### src/rtl/vga_seq_pkg.sv
// Shared types and constants for the VGA screen sequencer.
//   state_e : top-level display mode (normal play, lost screen, won screen)
//   evt_e   : end-of-game event latched while playing
//   merge_evt : folds new event pulses into the pending event, completed wins
package vga_seq_pkg;

    localparam int H_TOTAL_DEF  = 800;
    localparam int V_ACTIVE_DEF = 480;

    typedef enum logic [1:0] {
        PLAY,
        OVER,
        DONE
    } state_e;

    typedef enum logic [1:0] {
        EV_NONE,
        EV_OVER,
        EV_COMPLETED
    } evt_e;

    // Completed always wins; a pending completed is never downgraded to over.
    function automatic evt_e merge_evt(evt_e pend, logic over, logic completed);
        if (completed)
            return EV_COMPLETED;
        if (pend == EV_COMPLETED)
            return pend;
        if (over)
            return EV_OVER;
        return pend;
    endfunction

endpackage

### src/rtl/vga_screen_sequencer_if.sv
// Game-logic side of the screen sequencer: board-update handshake plus the
// single-cycle game events.
//   upd_valid/upd_vals/upd_ready : valid/ready transfer of a 64-bit board image
//   evt_over/evt_completed/evt_restart : single-cycle event pulses
// master = game FSM, slave = sequencer.
interface vga_screen_sequencer_if;

    logic        upd_valid;
    logic [63:0] upd_vals;
    logic        upd_ready;
    logic        evt_over;
    logic        evt_completed;
    logic        evt_restart;

    modport master (
        output upd_valid, upd_vals, evt_over, evt_completed, evt_restart,
        input  upd_ready
    );

    modport slave (
        input  upd_valid, upd_vals, evt_over, evt_completed, evt_restart,
        output upd_ready
    );

endinterface

### src/rtl/vga_frame_tick.sv
// Frame tick and hold counter.
//   clk, rst             : pixel clock, async active-high reset
//   counter_x, counter_y : VGA timing counters
//   clr                  : clear the frame counter on the next commit
//   en                   : count commits (saturating at HOLD_FRAMES)
//   commit               : one-cycle pulse at the end of the last visible line
//   hold_reached         : counter has reached HOLD_FRAMES
module vga_frame_tick #(
    parameter int H_TOTAL     = 800,
    parameter int V_ACTIVE    = 480,
    parameter int HOLD_FRAMES = 180
) (
    input  logic       clk,
    input  logic       rst,
    input  logic [9:0] counter_x,
    input  logic [9:0] counter_y,
    input  logic       clr,
    input  logic       en,
    output logic       commit,
    output logic       hold_reached
);

    localparam int CNT_W = $clog2(HOLD_FRAMES + 1);

    logic [CNT_W-1:0] frame_cnt_reg;

    assign commit       = (counter_x == 10'(H_TOTAL - 1)) && (counter_y == 10'(V_ACTIVE - 1));
    assign hold_reached = (frame_cnt_reg == CNT_W'(HOLD_FRAMES));

    // Only commit edges touch the counter, so it steps once per frame.
    always_ff @(posedge clk or posedge rst) begin
        if (rst) begin
            frame_cnt_reg <= '0;
        end else if (commit) begin
            if (clr)
                frame_cnt_reg <= '0;
            else if (en && !hold_reached)
                frame_cnt_reg <= frame_cnt_reg + 1'b1;
        end
    end

endmodule

### src/rtl/vga_screen_sequencer.sv
// Frame-synchronous owner of the VGA display inputs. Board updates and
// win/lose/restart events from the game FSM are buffered and applied only on
// the commit pulse (end of last visible line), so a frame never shows a mixed
// image.
//   clk, rst             : pixel clock, async active-high reset
//   counter_x, counter_y : VGA timing counters
//   upd                  : game-side handshake/event interface (slave)
//   vals                 : committed board image
//   gameover             : committed lost-screen select
//   gamecompleted        : committed won-screen select
//   hold_done            : end screen shown for at least HOLD_FRAMES frames
import vga_seq_pkg::*;

module vga_screen_sequencer #(
    parameter int H_TOTAL     = H_TOTAL_DEF,
    parameter int V_ACTIVE    = V_ACTIVE_DEF,
    parameter int HOLD_FRAMES = 180
) (
    input  logic                   clk,
    input  logic                   rst,
    input  logic [9:0]             counter_x,
    input  logic [9:0]             counter_y,
    vga_screen_sequencer_if.slave  upd,
    output logic [63:0]            vals,
    output logic                   gameover,
    output logic                   gamecompleted,
    output logic                   hold_done
);

    state_e      state_reg, state_next;
    logic [63:0] vals_reg, vals_next;
    logic [63:0] shadow_reg, shadow_next;
    logic        shadow_full_reg, shadow_full_next;
    evt_e        pend_reg, pend_next;
    logic        restart_reg, restart_next;

    logic commit;
    logic hold_reached;
    logic cnt_clr;
    logic xfer;

    vga_frame_tick #(
        .H_TOTAL     (H_TOTAL),
        .V_ACTIVE    (V_ACTIVE),
        .HOLD_FRAMES (HOLD_FRAMES)
    ) u_tick (
        .clk          (clk),
        .rst          (rst),
        .counter_x    (counter_x),
        .counter_y    (counter_y),
        .clr          (cnt_clr),
        .en           (state_reg != PLAY),
        .commit       (commit),
        .hold_reached (hold_reached)
    );

    // No new image is taken once an end event is pending: the pending
    // event freezes the board at whatever the shadow already holds.
    assign upd.upd_ready = (state_reg == PLAY) && !shadow_full_reg && (pend_reg == EV_NONE);
    assign xfer          = upd.upd_valid && upd.upd_ready;

    assign vals          = vals_reg;
    assign gameover      = (state_reg == OVER);
    assign gamecompleted = (state_reg == DONE);
    assign hold_done     = (state_reg != PLAY) && hold_reached;

    always_ff @(posedge clk or posedge rst) begin
        if (rst) begin
            state_reg       <= PLAY;
            vals_reg        <= '0;
            shadow_reg      <= '0;
            shadow_full_reg <= 1'b0;
            pend_reg        <= EV_NONE;
            restart_reg     <= 1'b0;
        end else begin
            state_reg       <= state_next;
            vals_reg        <= vals_next;
            shadow_reg      <= shadow_next;
            shadow_full_reg <= shadow_full_next;
            pend_reg        <= pend_next;
            restart_reg     <= restart_next;
        end
    end

    always_comb begin
        state_next       = state_reg;
        vals_next        = vals_reg;
        shadow_next      = shadow_reg;
        shadow_full_next = shadow_full_reg;
        pend_next        = pend_reg;
        restart_next     = restart_reg;
        cnt_clr          = 1'b0;

        case (state_reg)
            PLAY: begin
                // Events seen on the commit cycle itself take effect on that edge.
                pend_next = merge_evt(pend_reg, upd.evt_over, upd.evt_completed);
                if (xfer) begin
                    shadow_next      = upd.upd_vals;
                    shadow_full_next = 1'b1;
                end
                if (commit) begin
                    // A transfer on the commit cycle lands in the shadow only
                    // (xfer implies the shadow was empty, so nothing is lost).
                    if (shadow_full_reg) begin
                        vals_next        = shadow_reg;
                        shadow_full_next = xfer;
                    end
                    if (pend_next != EV_NONE) begin
                        state_next = (pend_next == EV_COMPLETED) ? DONE : OVER;
                        pend_next  = EV_NONE;
                        cnt_clr    = 1'b1;
                    end
                end
            end
            OVER, DONE: begin
                if (hold_reached && upd.evt_restart)
                    restart_next = 1'b1;
                if (commit && restart_next) begin
                    state_next       = PLAY;
                    vals_next        = '0;
                    shadow_full_next = 1'b0;
                    restart_next     = 1'b0;
                    cnt_clr          = 1'b1;
                end
            end
            default: begin
                state_next = PLAY;
            end
        endcase
    end

endmodule

### src/flat_wrapper.sv
// flat-port wrapper written by rule: the top's interface ports become plain ports
module vga_screen_sequencer_flat 
#(
    parameter int H_TOTAL     = H_TOTAL_DEF,
    parameter int V_ACTIVE    = V_ACTIVE_DEF,
    parameter int HOLD_FRAMES = 180
)
  (clk, rst, counter_x, counter_y, vals, gameover, gamecompleted, hold_done, upd_upd_valid, upd_upd_vals, upd_evt_over, upd_evt_completed, upd_evt_restart, upd_upd_ready);
  vga_screen_sequencer_if upd_i ();
  input  logic clk;
  input  logic rst;
  input  logic [9:0] counter_x;
  input  logic [9:0] counter_y;
  output logic [63:0] vals;
  output logic gameover;
  output logic gamecompleted;
  output logic hold_done;
  input wire logic [$bits(upd_i.upd_valid)-1:0] upd_upd_valid;
  input wire logic [$bits(upd_i.upd_vals)-1:0] upd_upd_vals;
  input wire logic [$bits(upd_i.evt_over)-1:0] upd_evt_over;
  input wire logic [$bits(upd_i.evt_completed)-1:0] upd_evt_completed;
  input wire logic [$bits(upd_i.evt_restart)-1:0] upd_evt_restart;
  output wire logic [$bits(upd_i.upd_ready)-1:0] upd_upd_ready;
  assign upd_i.upd_valid = upd_upd_valid;
  assign upd_i.upd_vals = upd_upd_vals;
  assign upd_i.evt_over = upd_evt_over;
  assign upd_i.evt_completed = upd_evt_completed;
  assign upd_i.evt_restart = upd_evt_restart;
  assign upd_upd_ready = upd_i.upd_ready;
  vga_screen_sequencer #(.H_TOTAL(H_TOTAL), .V_ACTIVE(V_ACTIVE), .HOLD_FRAMES(HOLD_FRAMES)) u_core (.clk(clk), .rst(rst), .counter_x(counter_x), .counter_y(counter_y), .upd(upd_i), .vals(vals), .gameover(gameover), .gamecompleted(gamecompleted), .hold_done(hold_done));
endmodule
### config.mk
export PLATFORM = sky130hd
export DESIGN_NAME = vga_screen_sequencer_flat
export DESIGN_NICKNAME = d
export VERILOG_FILES = /design/src/rtl/vga_seq_pkg.sv /design/src/rtl/vga_screen_sequencer_if.sv /design/src/rtl/vga_frame_tick.sv /design/src/rtl/vga_screen_sequencer.sv /design/src/flat_wrapper.sv
export SDC_FILE = /design/constraint.sdc
export NUM_CORES = 1
export LEC_CHECK = 0
export ABC_AREA = 0
export BUFFER_PORTS_ARGS = -buffer_cell sky130_fd_sc_hd__buf_4
export CAP_MARGIN = 20
export CORE_MARGIN = 2
export CORE_UTILIZATION = 27
export CTS_BUF_LIST = sky130_fd_sc_hd__clkbuf_8
export DETAILED_ROUTE_END_ITERATION = 7
export PLACE_DENSITY_LB_ADDON = 0.15
export SETUP_SLACK_MARGIN = 0.3
export SLEW_MARGIN = 20
export SYNTH_ARGS = -nofsm -noshare
export SYNTH_HDL_FRONTEND = slang
export SYNTH_SLANG_ARGS = --single-unit
### constraint.sdc
create_clock -name clk -period 6.6 [get_ports clk]
set_input_delay 0.99 -clock clk [delete_from_list [all_inputs] [get_ports clk]]
set_output_delay 0.99 -clock clk [all_outputs]
set_load 0.005 [all_outputs]
==> results.toml, run 1 <==
[route]
wl_per_cell_um = 16.61
drc = 0
wl_um = 13970
dr_total_vias = 3945
post_drt_via_cell_ratio = 4.691
postRouteAntennaNets = 0
first_pass_iters = 4
drt_iter0_drc = 231

[global_routing]
grt_pass1_vias = 4167
antenna_found_initial = 0
grt_overflow_total = 0
grt_first_pass_wirelength_um = 22520
grt_max_degree = 95
grt_usage = 0.1313

[placement]
dp_cells = 809
place_ws_ns = 3.059
gp_congestion = 0.7833
portBuffers = 157
dp_hpwl_um = 9284

[timing]
finalSetupViolations = 0
min_period_over_period = 0.4941
finalCriticalPeriod_ns = 3.261
clock_skew_ns = 0.01177
rsz0062_at_grt = "no"
tns_ns = 0
fin_ws_ns = 3.339
maxSlewHeadroom = 0.3442
hold_viol_final = 0
tightest_slew_ns = 0.9838
fmax_ghz = 0.3067
drv_slew = 0

[worst_setup_path]
critical_path_arrival_ns = 2.27
critPathKind = "register to primary output"
r2r_slack_ns = 3.53
critPathLaunchType = "register"
crit_path_max_fanout = 16
crit_required_ns = 5.61
crit_path_end_kind = "primary output"

[power]
powerDensity_nw_per_um2 = 215.8
p_leak_nw = 3.840
ir_drop_uv = 93.20

[die]
start_util = 0.2726
fp.dieW_um = 149.0
rows = 53
die_h_um = 149.0
pin_count = 158
coreArea_um2 = 20820
dieArea_um2 = 22200

[cells_and_area]
drive_gt1_frac = 0.4664
antenna-diode-count = 0
final_util = 0.3593
layout.cells.non_filler = 841
fillers = 2084
nets = 649
syn_to_final_growth_pct = 31.81

[run_status]
status = "completed"

[clocking]
hold_buffers = 0
numCtsBuffers = 17
postCtsSetupBuffers = 0
clock_path_buffers = 2
cts_max_level = 4
cts.clk_slew.worst_paths_ns = 0.08
cts_tree = "yes"
post_cts_resize_count = 0
clockRootBuffer = "clkbuf_8"
clock_latency_ns = 0.43
clock_sinks = 142

[logic_synthesis]
synth_nets = 492
synth_top_family_by_area = "compound AO/OA/AOI/OAI gates"
ys_seq_area_frac = 0.6261
yosys_register_bits = 142
yosys.area_share.simple = 0.05622
yosys.area.top_type = "dfrtp_1"
synth_common_cells = "dfrtp_1 (142), a22o_1 (65), mux2_2 (65), nand2_1 (11), inv_1 (10)"
synth-main-ff-cell = "dfrtp_1"
netlist_area_um2 = 5675
syn_area_per_cell_um2 = 14.33
synth_fa_ha_area_frac = 0.01323
synthMuxAreaShare = 0.1307
synth_xor_area_frac = 0
yosys.cell_count.top_type = "dfrtp_1"
syn_inst = 396
synthTopCellsByArea = "dfrtp_1 (63%), mux2_2 (13%), a22o_1 (10%)"
synth_compound_area_frac = 0.1398
yosysTopAreaCellShare = 0.6261
yosysUniqueCellTypes = 46
yosys_warnings = 0
async_reset_ff_frac = 1.000
synth_edf_count = 0

[worst_hold_path]
hp-class = "register to register"

[flow_run]
drv_cap = 0
kinds of logic after synthesis:
| kind of cell | count (synthesis) |
|---|---|
| compound gates | 99 |
| simple gates | 50 |
| flops | 142 |
| mux | 66 |
| buf+inv | 33 |
| fa+ha+maj | 6 |
worst max-delay path, stage by stage, from the launching register on:
cell and delay [ns]:
dfrtp_1 0.44, inv_1 0.10, ha_1 0.46, nor4b_1 0.61
buf_4 0.22
final timing paths:
kind	from	endpoint	cells after the start
worst max-delay path	u_core.state_reg[1]	upd_upd_ready	4
worst min-delay path	u_core.shadow_reg[6]	u_core.vals[6]	1
worst max register to register	u_core.state_reg[1]	u_core.vals[49]	8
worst min register to register	u_core.shadow_reg[6]	u_core.vals[6]	1
max in group asynchronous	rst	u_core.vals[20]	3
min in group asynchronous	rst	u_core.vals[38]	2
report_power, final:
part           leakage (nW)  internal [mW]  switching [mW]
clock                 0.206          0.346           0.336
sequential             1.96          0.869       0.0000166
combinational          1.67         0.0352          0.0273
placed cells by master, fill, tap and decap left out, drive strengths merged, types with 2 or more instances in the layout:
cell type and count:
buf 161, dfrtp 142, a22o 66, mux2 65
clkbuf 18, inv 15, nand2 11, o21ai 9
nand3 8, nor2 6, ha 6, clkinv 6
a21oi 5, a211oi 4, nand4b 4, o31ai 3
nor3 3, nor3b 3, nand4 2, and4 2
o22ai 2, o211ai 2, bufinv 2
per-stage QoR:
stage / instance area (um^2) / total power, mW / hold slack, ns
after floorplan: 5675 / 0.9017 / 0.4671
after global placement: 7091 / 0.9508 / 0.4708
after detailed placement: 7091 / 0.9516 / 0.4796
after CTS: 7481 / 1.652 / 0.4964
after global routing: 7481 / 1.700 / 0.5057
final: 7481 / 1.614 / 0.4947
metal layers:
metal / global-route usage / routed length [um]
met1: 0.1814 / 6623
met2: 0.1961 / 6411
met3: 0.04128 / 785
met4: 0.04333 / 150
met5: 0 / 0
layout make-up:
| class | instances | area (um^2) | area share |
|---|---|---|---|
| multi-input cells | 221 | 1942 | 0.2596 |
| well taps | 275 | 344.1 | 0.04599 |
| flip-flops and latches | 142 | 3553 | 0.4750 |
| clock buffers | 18 | 247.7 | 0.03312 |
| inverters | 10 | 42.54 | 0.005687 |
| clock inverters | 14 | 142.6 | 0.01907 |
| repair buffers | 161 | 1209 | 0.1616 |
Note: power is estimated with default switching activity, not from simulation.
==> run 2, diff against run 1 <==
clock period = 2.9 ns   (was 6.6 ns; I/O delays follow)
==> run 2 against run 1 <==
Effect of this change:
- die area unchanged
- critical path depth increased by 4
- design area increased by 2.5%
- combinational power increased by 130%
- clock power increased to 2.6 times the previous value
- flip-flop and latch count unchanged
- register-to-register slack got worse by 3.1 ns
- worst hold slack got worse by 0.28 ns
- global-route usage about the same
- clock skew increased by 0.0081 ns
- sequential power increased by 130%
- non-clock buffer count increased by 10
==> results.toml, run 2 (synthesis results as in run 1) <==
[die]
coreArea_um2 = 20820
fp.dieW_um = 149.0
pin_count = 158
start_util = 0.2726
rows = 53
die_h_um = 149.0
dieArea_um2 = 22200

[route]
dr_total_vias = 4002
wl_per_cell_um = 16.98
first_pass_iters = 4
drc = 0
drt_iter0_drc = 152
postRouteAntennaNets = 0
wl_um = 14450
post_drt_via_cell_ratio = 4.703

[clocking]
clock_latency_ns = 0.45
numCtsBuffers = 17
clock_path_buffers = 2
cts_max_level = 4
clock_sinks = 142
postCtsSetupBuffers = 0
cts.clk_slew.worst_paths_ns = 0.09
clockRootBuffer = "clkbuf_8"
cts_tree = "yes"

[cells_and_area]
fillers = 2085
syn_to_final_growth_pct = 35.07
stdcell_area_um2 = 7666
nets = 659
final_util = 0.3682
drive_gt1_frac = 0.4809
mostFrequentLayoutCells = "buf_4 (166), dfrtp_1 (142), a22o_1 (65), mux2_2 (65), clkbuf_8 (18)"
antenna-diode-count = 0
final_common_cell = "buf_4"

[worst_hold_path]
hp-class = "input port to register"
hold_start = "upd_upd_vals[56]"

[timing]
tightest_slew_ns = 0.6097
clock_skew_ns = 0.01991
rsz0062_at_grt = "yes"
hold_viol_final = 0
min_period_over_period = 0.8359
finalSetupViolations = 0
finalCriticalPeriod_ns = 2.424
drv_slew = 0
fmax_ghz = 0.4125
holdWs_ns = 0.2127
tns_ns = 0
maxSlewHeadroom = 0.5898
fin_ws_ns = 0.4760

[power]
pwr-share-seq = 0.504
powerDensity_nw_per_um2 = 512.0
p_int_mw = 3.040
p_leak_nw = 3.915
pwr-share-comb = 0.037
p_clk_frac = 0.459
swShare = 0.2255
power.switching_uw = 885.0
ir_drop_uv = 296.8

[worst_setup_path]
r2r_end = "u_core.vals[58]"
cp-endpoint = "u_core.vals[58]"
regToRegStartpoint = "u_core.u_tick.frame_cnt_reg[0]"
r2r_cells = 8
r2r_slack_ns = 0.48
crit_required_ns = 3.23
cp-startpoint = "u_core.u_tick.frame_cnt_reg[0]"
path_cells = "inv_1, ha_1, nor3b_4, a311o_1, nand3_1, or3b_2, buf_6, a22o_1"
critPathLaunchType = "register"
critical_path_arrival_ns = 2.75
crit_path_end_kind = "register"
crit_path_max_fanout = 39
worst_path_largest_cell_delay_ns = 0.52
critPathSlowestCell = "or3b_2"
critPathKind = "register to register"

[global_routing]
antenna_found_initial = 0
grt_max_degree = 41
grt_pass1_vias = 4096
grt_usage = 0.1317
grt_first_pass_wirelength_um = 22540
grt_overflow_total = 0

[placement]
portBuffers = 157
dp_hpwl_um = 9886
place_area_um2 = 7182
gp_congestion = 0.7814
place_ws_ns = 0.3398

[run_status]
status = "completed"

[flow_run]
drv_cap = 0
run 2: cell count changes in the layout (fill, tap and decap cells not counted), sizes merged:
cell / before / now
clkinvlp: 1 / 2
dlygate4sd3: 0 / 1
buf: 161 / 170
clkinv: 6 / 5
bufinv: 2 / 4
inv: 15 / 13
run 2: worst min path at each step:
stage / slack [ns] / depth (start not counted) / to
global placement: 0.34 / 2 / u_core.vals[38]
CTS: 0.18 / 2 / u_core.shadow_reg[56]
finish: 0.21 / 2 / u_core.shadow_reg[56]
detailed placement: 0.34 / 2 / u_core.vals[45]
floorplan: 0.47 / 1 / u_core.vals[60]
global route: 0.17 / 2 / u_core.shadow_reg[42]
run 2: metrics by stage:
step                std cells  total power, mW
floorplan                 396            2.053
global placement          818            2.167
detailed placement        818            2.169
CTS                       851            3.988
global route              851            4.091
finish                    851            3.925
run 2: what timing repair did:
item / 4_1_cts / 5_1_grt
gates resized for setup: 0 / 5
setup endpoints to repair: 0 / 66
hold endpoints to repair: 2 / 0
hold buffers: 1 / 0
run 2: cell type report:
| type | count | area (um^2) | share of cell area |
|---|---|---|---|
| sequential | 142 | 3553 | 0.4635 |
| multi-input combinational | 221 | 1954 | 0.2549 |
| timing repair buffer | 171 | 1319 | 0.1720 |
| tap | 275 | 344.1 | 0.04488 |
| clock buffer | 18 | 247.7 | 0.03232 |
| clock inverter | 14 | 206.4 | 0.02693 |
| inverter | 10 | 41.29 | 0.005386 |
run 2: worst max-delay path: cells and delay by family (launching register included):
kind | cells | cell delay [ns]
AO/OA/AOI/OAI | 2 | 0.47
adder cells (fa/ha/maj) | 1 | 0.18
buffers and inverters | 2 | 0.33
flip-flops | 1 | 0.40
AND/OR/NAND/NOR | 3 | 0.93
run 2: per-layer routing:
layer | up-vias | track usage | share of wire
met2 | 123 | 0.2101 | 0.48
met4 | 0 | 0.04714 | 0.017
met1 | 2049 | 0.1722 | 0.45
met5 | - | 0 | 0
li1 | 1813 | - | -
met3 | 17 | 0.03609 | 0.054
run 2: power groups by stage:
stage	Combinational, mW	Sequential (mW)	Clock, mW
after global routing	0.163	1.98	1.95
after global placement	0.149	2.02	0
after CTS	0.153	1.98	1.86
after floorplan	0.0345	2.02	0
final	0.146	1.98	1.80
after detailed placement	0.151	2.02	0
==> run 3, diff against run 2 <==
clock period = 2.53 ns   (was 2.9 ns; I/O delays follow)
==> run 3 against run 2 <==
Effect of this change:
- largest cell class unchanged
- highest routed layer unchanged
- flip-flop and latch count did not move
- clock-buffer cell count fell by 1
- non-clock buffer count rose by 17
- via count rose by 1.8%
- clock skew fell by 0.0063 ns
- critical path type unchanged
==> results.toml, run 3 (synthesis results as in run 1) <==
[timing]
finalSetupViolations = 0
hold_viol_final = 0
rsz0062_at_grt = "yes"
clock_skew_ns = 0.01364
maxSlewHeadroom = 0.4853
drv_slew = 0
finalCriticalPeriod_ns = 2.235
tns_ns = 0
fmax_ghz = 0.4475
tightest_slew_ns = 0.7720
min_period_over_period = 0.8833
holdWs_ns = 0.1587

[worst_hold_path]
hp-class = "input port to register"

[clocking]
cts.clk_slew.worst_paths_ns = 0.09
clock_latency_ns = 0.44
cts_tree = "yes"
clock_sinks = 142
clock_path_buffers = 2
numCtsBuffers = 17
cts_max_level = 4
clockRootBuffer = "clkbuf_8"

[placement]
gp_congestion = 0.7977
dp_hpwl_um = 9415
portBuffers = 157
dp_cells = 822

[route]
postRouteAntennaNets = 0
wl_um = 15790
wl_per_cell_um = 18.19
first_pass_iters = 4
post_drt_via_cell_ratio = 4.694
drc = 0
drt_iter0_drc = 203
dr_total_vias = 4074

[cells_and_area]
fillers = 2050
drive_gt1_frac = 0.5008
layout.cells.non_filler = 868
antenna-diode-count = 0
syn_to_final_growth_pct = 38.98
final_common_cell = "buf_4"
final_util = 0.3788
mostFrequentLayoutCells = "buf_4 (174), dfrtp_1 (142), a22o_1 (65), mux2_2 (65), clkbuf_8 (17)"
nets = 677

[die]
rows = 53
coreArea_um2 = 20820
pin_count = 158
fp.dieW_um = 149.0
dieArea_um2 = 22200
die_h_um = 149.0
start_util = 0.2726

[worst_setup_path]
critPathKind = "register to register"
regToRegStartpoint = "u_core.u_tick.frame_cnt_reg[0]"
r2r_cells = 8
cp-endpoint = "u_core.vals[44]"
cp-startpoint = "u_core.u_tick.frame_cnt_reg[0]"
crit_path_max_fanout = 6
crit_required_ns = 2.85
crit_path_end_kind = "register"
r2r_end = "u_core.vals[44]"
r2r_slack_ns = 0.30
critical_path_arrival_ns = 2.56
critPathLaunchType = "register"

[power]
p_leak_nw = 4.042
ir_drop_uv = 246.6
total_power_mw = 4.121
power.switching_uw = 986.1
p_clk_frac = 0.409
pwr-share-comb = 0.040
p_int_mw = 3.135
powerDensity_nw_per_um2 = 522.5
pwr-share-seq = 0.550
swShare = 0.2393

[global_routing]
grt_max_degree = 143
grt_overflow_total = 0
antenna_found_initial = 0
grt_first_pass_wirelength_um = 23450
grt_pass1_vias = 4313
grt_usage = 0.1363

[flow_run]
drv_cap = 0

[run_status]
status = "completed"
run 3: changes by cell type in the layout (fill, tap and decap cells not counted), sizes merged:
cell	delta
buf	+13
clkbuf	+4
bufinv	-3
clkinv	+2
dlygate4sd3	-1
inv	+1
or3b	+1
run 3: routing by layer:
metal | wire, um | share of wire | global-route usage | up-vias
li1 | - | - | - | 1851
met1 | 7222 | 0.46 | 0.1873 | 2067
met2 | 7545 | 0.48 | 0.2111 | 140
met3 | 802 | 0.051 | 0.03119 | 16
met4 | 218 | 0.014 | 0.04952 | 0
met5 | 0 | 0 | 0 | -
run 3: power groups by stage:
stage                     registers, mW  clock network [mW]  logic, mW
after floorplan                    2.31                   0     0.0395
after global placement             2.31                   0      0.172
after detailed placement           2.31                   0      0.173
after CTS                          2.27                1.76      0.173
after global routing               2.27                1.87      0.186
final                              2.27                1.69      0.167
run 3: how the worst min path moves through the flow:
stage,start,endpoint,slack [ns],cells after the start
floorplan,u_core.shadow_reg[60],u_core.vals[60],0.47,1
CTS,upd_upd_vals[13],u_core.shadow_reg[13],0.12,2
finish,upd_upd_vals[13],u_core.shadow_reg[13],0.16,2
global route,upd_upd_vals[20],u_core.shadow_reg[20],0.13,2
detailed placement,u_core.shadow_reg[12],u_core.vals[12],0.48,1
global placement,u_core.shadow_reg[18],u_core.vals[18],0.47,1
run 3: repair_timing:
action                                 4_1_cts  5_1_grt
gates cloned                                 1        8
hold buffers                                 0        0
setup endpoints to repair                   82       66
pin swaps                                    2        4
endpoints found under the hold margin        0        0
gates resized for setup                      5       10
buffers inserted                             3        3
run 3: area by class of cell:
class | count | area (um^2) | area share
multi-input combinational | 222 | 1992 | 0.2525
timing repair buffer | 188 | 1602 | 0.2030
tap | 275 | 344.1 | 0.04362
clock buffer | 17 | 234.0 | 0.02966
sequential | 142 | 3553 | 0.4505
inverter | 10 | 41.29 | 0.005235
clock inverter | 14 | 121.4 | 0.01539
run 3: through the flow:
stage          cell area, um^2  worst slack (ns)
4_1_cts                   7670            0.3045
5_1_grt                   7888            0.2308
6_report                  7888            0.2952
3_5_place_dp              7249            0.1397
3_3_place_gp              7249            0.1956
2_1_floorplan             5679            0.3734
run 3: worst max-delay path, stage by stage (launching register included):
cell and delay (ns):
dfrtp_1 0.42, inv_2 0.10, ha_4 0.13, nor3b_4 0.18, a311o_1 0.25, nand3_2 0.13
or3b_4 0.51, clkbuf_16 0.21, a22o_1 0.18
